[src/rtl/out_stream_framer.sv]
// rtl/out_stream_framer.sv - buffers pushed words in a circular FIFO and emits them as framed stream runs
module out_stream_framer #(
   parameter int DATA_WIDTH = 32,
   parameter int DEPTH      = 8,
   parameter int CNT_WIDTH  = 16
) (
   input  logic                  clock,
   input  logic                  reset,
   input  logic                  clear,
   input  logic                  start,
   input  logic [CNT_WIDTH-1:0]  frame_len,
   input  logic [CNT_WIDTH-1:0]  num_frames,
   input  logic [DATA_WIDTH-1:0] in_data,
   input  logic                  in_wr,
   output logic                  in_full,
   output logic [DATA_WIDTH-1:0] out_data,
   output logic                  out_valid,
   input  logic                  out_ready,
   output logic                  out_last,
   output logic                  busy,
   output logic                  done,
   output logic [CNT_WIDTH-1:0]  frame_count,
   output logic                  ovf_err
);

   localparam int AW = $clog2(DEPTH);
   localparam logic [AW:0] FULL_CNT = DEPTH[AW:0];

   typedef enum logic [1:0] {S_IDLE, S_ACTIVE, S_DONE} state_t;

   state_t                state, state_nxt;
   logic [DATA_WIDTH-1:0] mem [DEPTH];
   logic [AW-1:0]         wr_ptr, rd_ptr;
   logic [AW:0]           fifo_count;
   logic [CNT_WIDTH-1:0]  beat_cnt, len_q, nf_q, frame_count_q;
   logic                  ovf_q;
   logic                  init, active, wr_acc, beat, last_beat, run_end;

   assign init      = reset | clear;
   assign active    = (state == S_ACTIVE);
   assign in_full   = !active || (fifo_count == FULL_CNT);
   assign out_valid = active && (fifo_count != '0);
   assign out_last  = out_valid && (beat_cnt == len_q - CNT_WIDTH'(1));
   assign wr_acc    = in_wr && !in_full;
   assign beat      = out_valid && out_ready;
   assign last_beat = beat && out_last;
   // nf_q == 0 selects continuous mode, so only a counted run can end
   assign run_end   = last_beat && (nf_q != '0) && (frame_count_q + CNT_WIDTH'(1) == nf_q);

   assign out_data    = mem[rd_ptr];
   assign busy        = active;
   assign done        = (state == S_DONE);
   assign frame_count = frame_count_q;
   assign ovf_err     = ovf_q;

   always_ff @(posedge clock) begin
      if (init) state <= S_IDLE;
      else      state <= state_nxt;
   end

   always_comb begin
      state_nxt = state;
      case (state)
         S_IDLE:   if (start) state_nxt = S_ACTIVE;
         S_ACTIVE: if (run_end) state_nxt = S_DONE;
         S_DONE:   state_nxt = S_IDLE;
         default:  state_nxt = S_IDLE;
      endcase
   end

   always_ff @(posedge clock) begin
      if (wr_acc) mem[wr_ptr] <= in_data;
   end

   always_ff @(posedge clock) begin
      if (init) begin
         wr_ptr        <= '0;
         rd_ptr        <= '0;
         fifo_count    <= '0;
         beat_cnt      <= '0;
         frame_count_q <= '0;
         len_q         <= CNT_WIDTH'(1);
         nf_q          <= '0;
         ovf_q         <= 1'b0;
      end else begin
         if (in_wr && in_full) ovf_q <= 1'b1;
         if (wr_acc) wr_ptr <= wr_ptr + AW'(1);
         if (beat)   rd_ptr <= rd_ptr + AW'(1);
         case ({wr_acc, beat})
            2'b10:   fifo_count <= fifo_count + (AW+1)'(1);
            2'b01:   fifo_count <= fifo_count - (AW+1)'(1);
            default: fifo_count <= fifo_count;
         endcase
         // buffered words survive the run boundary; only the counters restart
         if (state == S_IDLE && start) begin
            len_q         <= (frame_len == '0) ? CNT_WIDTH'(1) : frame_len;
            nf_q          <= num_frames;
            beat_cnt      <= '0;
            frame_count_q <= '0;
         end else if (last_beat) begin
            beat_cnt      <= '0;
            frame_count_q <= frame_count_q + CNT_WIDTH'(1);
         end else if (beat) begin
            beat_cnt      <= beat_cnt + CNT_WIDTH'(1);
         end
      end
   end

endmodule
[config.mk]
export PLATFORM = sky130hd
export DESIGN_NAME = out_stream_framer
export DESIGN_NICKNAME = d
export VERILOG_FILES = /design/src/rtl/out_stream_framer.sv
export SDC_FILE = /design/constraint.sdc
export NUM_CORES = 1
export LEC_CHECK = 0
export ABC_AREA = 0
export BUFFER_PORTS_ARGS = -buffer_cell sky130_fd_sc_hd__buf_2
export CORE_MARGIN = 3
export CORE_UTILIZATION = 40
export DETAILED_ROUTE_END_ITERATION = 16
export SLEW_MARGIN = 30
export SYNTH_ARGS = -nofsm -noshare
export SYNTH_HDL_FRONTEND = slang
export SYNTH_SLANG_ARGS = --single-unit
[constraint.sdc]
create_clock -name clock -period 11.3 [get_ports clock]
set_clock_uncertainty 0.05 [all_clocks]
set_input_delay 1.695 -clock clock [delete_from_list [all_inputs] [get_ports clock]]
set_output_delay 1.695 -clock clock [all_outputs]
set_load 0.1 [all_outputs]
==> results of run 1 <==
-- critical path, cell delays in order (launching register included) --
cell and delay, ns:
dfxtp_1 0.36, or4_1 0.56, or3_1 0.36, a211o_1 0.33
a2111oi_4 0.48, o211ai_2 0.31, nor3_1 0.35, buf_2 0.49
-- state kept, by name (all words and copies together), names as in the netlist, named ones only --
name and flops:
wr_ptr 3, fifo_count 4, nf_q 16, state 2
frame_count 16, ovf_err 1, len_q 16, beat_cnt 16
mem 256, rd_ptr 3
-- per-stage QoR --
step           hold slack [ns]  setup slack (ns)  utilization  instances
6_report                 0.419              5.80        0.478       1566
5_1_grt                  0.456              5.51        0.478       1566
4_1_cts                  0.423              5.81        0.477       1565
3_5_place_dp             0.406              6.37        0.442       1500
3_3_place_gp             0.398              6.40        0.441       1500
2_1_floorplan            0.399              4.67            -        959
-- power groups by stage --
stage	combinational (mW)	sequential, mW	clock (mW)
floorplan	0.0608	1.37	0
global placement	0.0978	1.36	0
detailed placement	0.0989	1.37	0
CTS	0.0991	1.34	1.20
global route	0.108	1.34	1.25
finish	0.0981	1.34	1.17
-- logic make-up (layout without fill, tap and decap cells) --
| logic type | after synthesis | count (layout) |
|---|---|---|
| muxes | 110 | 110 |
| adders and majority gates | 9 | 9 |
| xor gates and xnor gates | 57 | 57 |
| and+or+nand+nor | 283 | 283 |
| DFF | 336 | 336 |
| AOI/OAI and AO/OA | 97 | 97 |
| buffers and inverters | 67 | 219 |
-- worst max path at each step --
| stage | slack [ns] | startpoint | end | depth (start not counted) |
|---|---|---|---|---|
| after floorplan | 4.67 | state[1] | out_last | 7 |
| after global placement | 6.40 | len_q[7] | out_last | 7 |
| after detailed placement | 6.37 | len_q[7] | out_last | 7 |
| after CTS | 5.81 | len_q[7] | out_last | 7 |
| after global routing | 5.51 | len_q[2] | out_last | 7 |
| final | 5.80 | len_q[7] | out_last | 7 |
-- area by class of cell --
class                      instances  area share
tap                              455      0.0343
timing repair buffer             139      0.0458
clock buffer                      50      0.0653
sequential                       336       0.561
multi-input combinational        556       0.282
clock inverter                    15     0.00815
inverter                          15     0.00340
-- layout by cell type, fill, tap and decap left out, drive strengths merged, types with 6 or more instances in the layout --
master,netlist,layout
and4,6,6
clkinv,0,10
inv,15,17
buf,12,139
or4,9,9
or3,9,9
mux2i,14,14
nand3,19,19
ha,8,8
xnor2,33,33
nand2,101,101
dfxtp,80,80
nor4,15,15
xor2,24,24
and2,9,9
nor2,35,35
edfxtp,256,256
clkbuf,40,50
o21ai,9,9
a21oi,48,48
nor3,32,32
mux4,64,64
nand4,22,22
and3,9,9
mux2,32,32
-- routing by layer --
metal,global-route usage,part of all wire,vias up
li1,-,-,3965
met1,0.217,0.45,4093
met2,0.267,0.48,213
met3,0.0292,0.049,39
met4,0.0420,0.020,2
met5,0,0.00066,-
==> out/qor.txt, run 1 <==
Area delta synth->final: 17.0%
Slew Viols, Final: 0
Mux cell area share after synthesis: 0.137
Layout cells sized above 1: 0.278
Simple logic cell fraction of the synthesized area: 0.100
Starting Density: 0.408
Via count: 8,312
Final net count: 1,165
Worst skew pair latency: 0.51 ns
ANT cells: 0
RSZ-0062 raised after global routing: no
Worst EP arrival: 3.75 ns
Setup Buffers After CTS: 0
Fraction of registers with async set/reset: 0
Final setup viols: 0
Grt total ovfl: 0
Max clock buf depth: 3
Hold endpoint: ovf_err
DRT Pass-1 Iters: 5
Required @ worst endpoint: 9.56 ns
Number of synthesized flops with an enable pin: 256
Post-Synth Adder-Cell Area: 0.00848
Die Span Y: 194 um
Pwr Total: 2.61 mW
Worst-path fanout max: 12
Post-route ant nets: 0
Register area share after synthesis: 0.656
Final Cycle Share: 0.486
Pint: 2.06 mW
Warnings from Yosys: 0
Peak Freq: 0.182 GHz
VDD IR max: 0.133 mV
Post-DR wirelength/cell: 19.3 um
Tot GR Track Use: 0.160
Fin Setup TNS: 0 ns
Min Tclk post-route: 5.50 ns
Synth Area in Compound Gates: 0.0450
Reg2Reg Setup Slack: 8.05 ns
Die area: 37,700 um^2
Root Driver: clkbuf_16
CTS Sinks: 336
Row count: 68
P_leak: 5.50 nW
DRC viols: 0
# IOs: 124
Top-area cell type share of the netlist area: 0.543
Most common cell in the netlist: edfxtp_1
Max cap viols: 0
Min-delay src: ovf_err
Ranking of synthesized cells by area: edfxtp_1 (54%), dfxtp_1 (11%), mux4_2 (10%), nand2_1 (2.7%), mux2_2 (2.5%)
H-tree depth: 2
R2R cell count: 7
DIE WIDTH: 194 um
Worst Hold Class: reg2reg
Worst Tran Pin Value: 0.815 ns
Status: complete, no violations
Placed Instance Area: 15,300 um^2
Flop pwr share: 0.513
Post-synth top flop: edfxtp_1
DR vias/cell: 5.31
Worst r2r src: len_q[7]
Main combinational cell family by area after synthesis: multiplexers
DP Wirelength: 18.4 mm
Critical Path End Type: output pin
Comb pwr share: 0.038
Clock transition at path regs: 0.06 ns
Post-synthesis cell count: 959
Top cell types by occurrence after synthesis: edfxtp_1 (256), nand2_1 (101), dfxtp_1 (80)
Hold path cells: 2
Vias in the first global route: 8,493
Library cells used by synthesis: 61
Startpoint types: flop
Clk network pwr share: 0.449
Post-route cell area: 16,600 um^2
Avg Cell Area, Syn: 14.8 um^2
Critical R2R Capture: frame_count[4]
Global-route wire length before repair: 48.2 mm
Total wire length: 30.2 mm
Sw Ratio: 0.209
Initial antenna violation count: 1
Net Switching: 546 uW
PortBufs: 123
Mapped cell area: 14,200 um^2
Headroom to the max-slew limit: 0.454
Cts repair resizes: 0
Core ar.: 34,700 um^2
Syn_nets: 1,038
Hold violation count in the final report: 0
Multi-input gate area: 4680 um^2
#FFs+latches synth: 336
XOR/XNOR share of the synthesized area: 0.0352
Cts bufs inserted: 38
Power Density: 157 nW/um^2
Yosys top cell by area: edfxtp_1
Placer's final routability congestion estimate: 0.804
Critical path type: reg2out
CTS tree: done
DRT iter0 DRCs: 483
Fill cell count: 3,046
Reg area: 9300 um^2
CTS Hold Buffers Added: 0
Largest net degree at the start of global routing: 65
Power figures use the tool's default switching activity.
==> run 2, diff against run 1 <==
==> constraint.sdc (replaced) <==
create_clock -name clock -period 4.7 [get_ports clock]
set_clock_uncertainty 0.05 [all_clocks]
set_input_delay 0.705 -clock clock [delete_from_list [all_inputs] [get_ports clock]]
set_output_delay 0.705 -clock clock [all_outputs]
set_load 0.1 [all_outputs]
==> run 2 against run 1 <==
Net effect:
- non-clock buffer count increased by 4
- total power increased by 140%
- core utilization decreased by 0.23 points
- sequential cell count unchanged
- clock power increased by 130%
- register-to-register slack got worse by 6.6 ns
- wire length increased by 0.55%
- first-iteration DRC count increased by 4.3%
- worst setup slack got worse by 5.4 ns
- global-route usage about the same
- final cell count increased by 0.45%
- largest power group unchanged
==> out/qor.txt, run 2 (same netlist as run 1, synthesis figures left out) <==
DRT iter0 DRCs: 504
Worst r2r src: len_q[7]
Final net count: 1,168
Commonest cells after routing, fill and taps aside: edfxtp_1 (256), buf_2 (123), nand2_1 (101)
Reg with most FFs: mem
CTS Sinks: 336
Critical Path End Type: output pin
Die Span Y: 194 um
Post-route ant nets: 0
CTS tree: done
Sw Ratio: 0.209
Clock transition at path regs: 0.06 ns
DRT Pass-1 Iters: 7
Pint: 4.86 mW
Starting Density: 0.408
Headroom to the max-slew limit: 0.363
Power Density: 372 nW/um^2
Util after Layout: 0.475
Place WS: 0.857 ns
Max reg flops: 256
PnR worst setup slack: 0.368 ns
Initial antenna violation count: 0
Slew Viols, Final: 0
Peak Freq: 0.231 GHz
Core ar.: 34,700 um^2
End of the critical path: out_last
DIE WIDTH: 194 um
Comb pwr share: 0.039
Worst skew pair latency: 0.50 ns
Tot GR Track Use: 0.160
Grt total ovfl: 0
Startpoint types: flop
Largest net degree at the start of global routing: 65
Worst EP arrival: 3.58 ns
Slowest CP cell: or4_1
Clk network pwr share: 0.437
PortBufs: 123
VDD IR max: 0.219 mV
Max cap viols: 0
Cts bufs inserted: 37
Die area: 37,700 um^2
Setup Buffers After CTS: 0
DRC viols: 0
Fin Setup TNS: 0 ns
Reg area: 9300 um^2
Via count: 8,298
# IOs: 124
H-tree depth: 2
Commonest non-fill, non-tap cell in the layout: edfxtp_1
Fill cell count: 3,067
CTS Hold Buffers Added: 0
Worst Tran Pin Value: 0.955 ns
Post-DR wirelength/cell: 19.3 um
Layout Cells excl Fill: 1,573
Worst-path fanout max: 12
Final Cycle Share: 0.922
Min Tclk post-route: 4.33 ns
RSZ-0062 raised after global routing: no
Flop pwr share: 0.524
DP Wirelength: 18.8 mm
Critical Path Start: len_q[7]
CP cell instances: or4_1 -> or3_1 -> a211o_1 -> a2111oi_4 -> o211ai_2 -> nor3_2 -> buf_2
R2R cell count: 7
Hold violation count in the final report: 0
Required @ worst endpoint: 3.94 ns
Largest stage delay, worst path: 0.54 ns
Area delta synth->final: 16.5%
Multi-input gate area: 4670 um^2
Placed insts: 1,505
Worst Hold Class: in2reg
P_leak: 5.48 nW
Net Switching: 1.28 mW
Placer's final routability congestion estimate: 0.810
Status: complete, no violations
Root Driver: clkbuf_16
Critical path type: reg2out
DR vias/cell: 5.28
Cts repair resizes: 0
Layout cells sized above 1: 0.278
Global-route wire length before repair: 48.2 mm
Row count: 68
Reg2Reg Setup Slack: 1.48 ns
Critical R2R Capture: frame_count[6]
Vias in the first global route: 8,470
Final setup viols: 0
Total wire length: 30.3 mm
Max clock buf depth: 3
Hold slack: 0.388 ns
==> run 2: changes by cell type in the layout (fill, tap and decap cells not counted), moves of 3 or more <==
cell and delta:
clkbuf_1 +4, clkinv_2 +4, nor3_2 +3, clkbuf_16 -3
clkbuf_8 -3, buf_4 +6
==> run 2: worst min path at each step <==
stage / depth (start not counted) / start / end
2_1_floorplan: 2 / len_q[15] / len_q[15]
3_3_place_gp: 2 / ovf_err / ovf_err
3_5_place_dp: 2 / ovf_err / ovf_err
4_1_cts: 3 / num_frames[4] / nf_q[4]
5_1_grt: 3 / num_frames[3] / nf_q[3]
6_report: 3 / num_frames[4] / nf_q[4]
==> run 2: final cells by class <==
cell class	instances	area share
Sequential cell	336	0.564
Antenna cell	1	0.000152
Timing Repair Buffer	143	0.0464
Clock inverter	20	0.00963
Tap cell	455	0.0345
Inverter	15	0.00341
Multi-Input combinational cell	556	0.283
Clock buffer	47	0.0590
==> run 2: worst max-delay path: cells and delay by family, from the launching register on <==
| kind | cells | cell delay (ns) |
|---|---|---|
| AND/OR/NAND/NOR | 3 | 1.16 |
| flip-flops | 1 | 0.35 |
| AO/OA/AOI/OAI | 3 | 1.12 |
| buffers and inverters | 1 | 0.46 |
==> run 2: power groups by stage <==
| stage | combinational [mW] | sequential [mW] | clock (mW) |
|---|---|---|---|
| after floorplan | 0.147 | 3.28 | 0 |
| after global placement | 0.237 | 3.28 | 0 |
| after detailed placement | 0.240 | 3.28 | 0 |
| after CTS | 0.240 | 3.22 | 2.76 |
| after global routing | 0.261 | 3.22 | 2.89 |
| final | 0.239 | 3.22 | 2.68 |
==> run 2: routing by layer <==
metal | global-route usage | routed length, um | vias to the layer above
met2 | 0.262 | 14400 | 200
met5 | 0 | 0 | -
met1 | 0.225 | 13900 | 4086
met3 | 0.0283 | 1460 | 44
li1 | - | - | 3968
met4 | 0.0380 | 599 | 0
==> run 2: stage by stage <==
stage | instance area [um^2] | total power, mW
final | 16500 | 6.14
after global routing | 16500 | 6.38
after CTS | 16500 | 6.22
after detailed placement | 15400 | 3.52
after global placement | 15400 | 3.52
after floorplan | 14200 | 3.43
==> run 3, diff against run 2 <==
--- a/config.mk
+++ b/config.mk
@@ -7,9 +7,12 @@
 export LEC_CHECK = 0
 export ABC_AREA = 0
 export BUFFER_PORTS_ARGS = -buffer_cell sky130_fd_sc_hd__buf_2
+export CAP_MARGIN = 15
 export CORE_MARGIN = 3
 export CORE_UTILIZATION = 40
 export DETAILED_ROUTE_END_ITERATION = 16
+export GPL_TIMING_DRIVEN = 0
+export PLACE_DENSITY = 0.7
 export SLEW_MARGIN = 30
 export SYNTH_ARGS = -nofsm -noshare
 export SYNTH_HDL_FRONTEND = slang
==> run 3 against run 2 <==
Net effect:
- core utilization is 1.2 points higher
- die area is the same
- global-route usage is 1.2 points higher
- sequential share of layout area down 1.5 points
- critical path type unchanged
- combinational power increased by 3%
- via count increased by 6.1%
- first-iteration DRC count increased by 26%
- clock-buffer cell count fell by 3
- critical path depth grew 4
- hold slack worse by 0.010 ns
- highest routed layer is now met5
- sequential cell count unchanged
- wire length grew 7.3%
==> out/qor.txt, run 3 (same netlist as run 1, synthesis figures left out) <==
Vias in the first global route: 9,105
Critical R2R Capture: fifo_count[3]
Worst skew pair latency: 0.52 ns
Headroom to the max-slew limit: 0.455
Place WS: 0.761 ns
Status: complete, no violations
R2R cell count: 13
ANT cells: 0
Hold endpoint: nf_q[14]
Row count: 68
Largest net degree at the start of global routing: 18
CTS Hold Buffers Added: 0
PortBufs: 123
P_leak: 5.69 nW
Die area: 37,700 um^2
Worst-path fanout max: 10
Post-route ant nets: 0
DP Wirelength: 22.9 mm
Max cap viols: 0
Global-route wire length before repair: 51.2 mm
Grt total ovfl: 0
# IOs: 124
PnR worst setup slack: 0.326 ns
Worst r2r src: state[1]
Final net count: 1,235
H-tree depth: 2
VDD IR max: 0.243 mV
Cts bufs inserted: 37
Core ar.: 34,700 um^2
DRT Pass-1 Iters: 5
CTS Sinks: 336
DRC viols: 0
Power Density: 364 nW/um^2
Worst Tran Pin Value: 0.817 ns
DR vias/cell: 5.38
Hold violation count in the final report: 0
Hold path cells: 3
Die Span Y: 194 um
DRT iter0 DRCs: 637
Placer's final routability congestion estimate: 0.862
Reg2Reg Setup Slack: 0.82 ns
Max clock buf depth: 3
Final Cycle Share: 0.931
Worst Hold Class: in2reg
Total wire length: 32.5 mm
Root Driver: clkbuf_16
CTS tree: done
Util after Layout: 0.487
Tot GR Track Use: 0.172
Final setup viols: 0
Min Tclk post-route: 4.37 ns
Critical Path End Type: output pin
Clock transition at path regs: 0.06 ns
RSZ-0062 raised after global routing: no
Startpoint types: flop
Slew Viols, Final: 0
Max reg flops: 256
Critical path type: reg2out
Worst EP arrival: 3.62 ns
Via count: 8,803
Area delta synth->final: 19.4%
Starting Density: 0.408
Initial antenna violation count: 1
Required @ worst endpoint: 3.94 ns
Post-DR wirelength/cell: 19.9 um
Layout cells sized above 1: 0.281
Min-delay src: num_frames[14]
Commonest non-fill, non-tap cell in the layout: edfxtp_1
DIE WIDTH: 194 um
Peak Freq: 0.229 GHz
Reg with most FFs: mem
Commonest cells after routing, fill and taps aside: edfxtp_1 (256), buf_2 (132), nand2_1 (101)
run 3: timing repair:
| item | in CTS | in global routing |
|---|---|---|
| endpoints found under the setup margin | 0 | 1 |
| setup buffers | 0 | 0 |
| resized for setup | 0 | 1 |
run 3: metrics by stage:
stage               cells  hold slack [ns]  power [mW]  setup TNS, ns  instance area, um^2
finish               1635            0.378        6.15              0                16900
global route         1635            0.368        6.36              0                16900
CTS                  1635            0.360        6.22              0                16900
detailed placement   1572            0.413        3.53              0                15800
global placement     1537            0.400        3.52        -317.94                15400
floorplan             959            0.399        3.43              0                14200
run 3: worst max-delay path, stage by stage, from the launching register on:
cell and delay [ns]:
dfxtp_1 0.29, clkbuf_1 0.18, inv_1 0.12, ha_1 0.30
nor3b_1 0.29, nand3b_1 0.15, a211o_1 0.33, a2111oi_4 0.49
o211ai_2 0.20, buf_6 0.19, nor3_2 0.19, clkbuf_4 0.36
run 3: cell type report:
class	instances	area, um^2
sequential	336	9290
clock inverter	19	145
fill	3024	17800
buffer	52	211
timing repair buffer	158	982
clock buffer	44	993
tap	455	569
inverter	15	56.3
multi-input combinational	556	4670
run 3: per-layer routing:
metal / share of wire / GRT usage
met3: 0.052 / 0.0276
met4: 0.017 / 0.0391
met1: 0.43 / 0.229
met2: 0.50 / 0.298
met5: 0.00025 / 0
run 3: worst max-delay path by stage:
stage / from / endpoint / slack, ns / cells past startpoint
detailed placement: len_q[0] / out_last / 0.76 / 11
floorplan: in_wr / mem[0][0] / 0.21 / 2
global route: len_q[0] / out_last / 0.03 / 11
finish: len_q[0] / out_last / 0.33 / 11
global placement: in_wr / mem[0][22] / -3.43 / 3
CTS: len_q[0] / out_last / 0.18 / 11
run 3: report_power, final:
part | switching, mW | internal [mW] | leakage (nW)
sequential | 0.0146 | 3.21 | 2.95
clock | 1.12 | 1.57 | 0.558
combinational | 0.171 | 0.0748 | 2.19
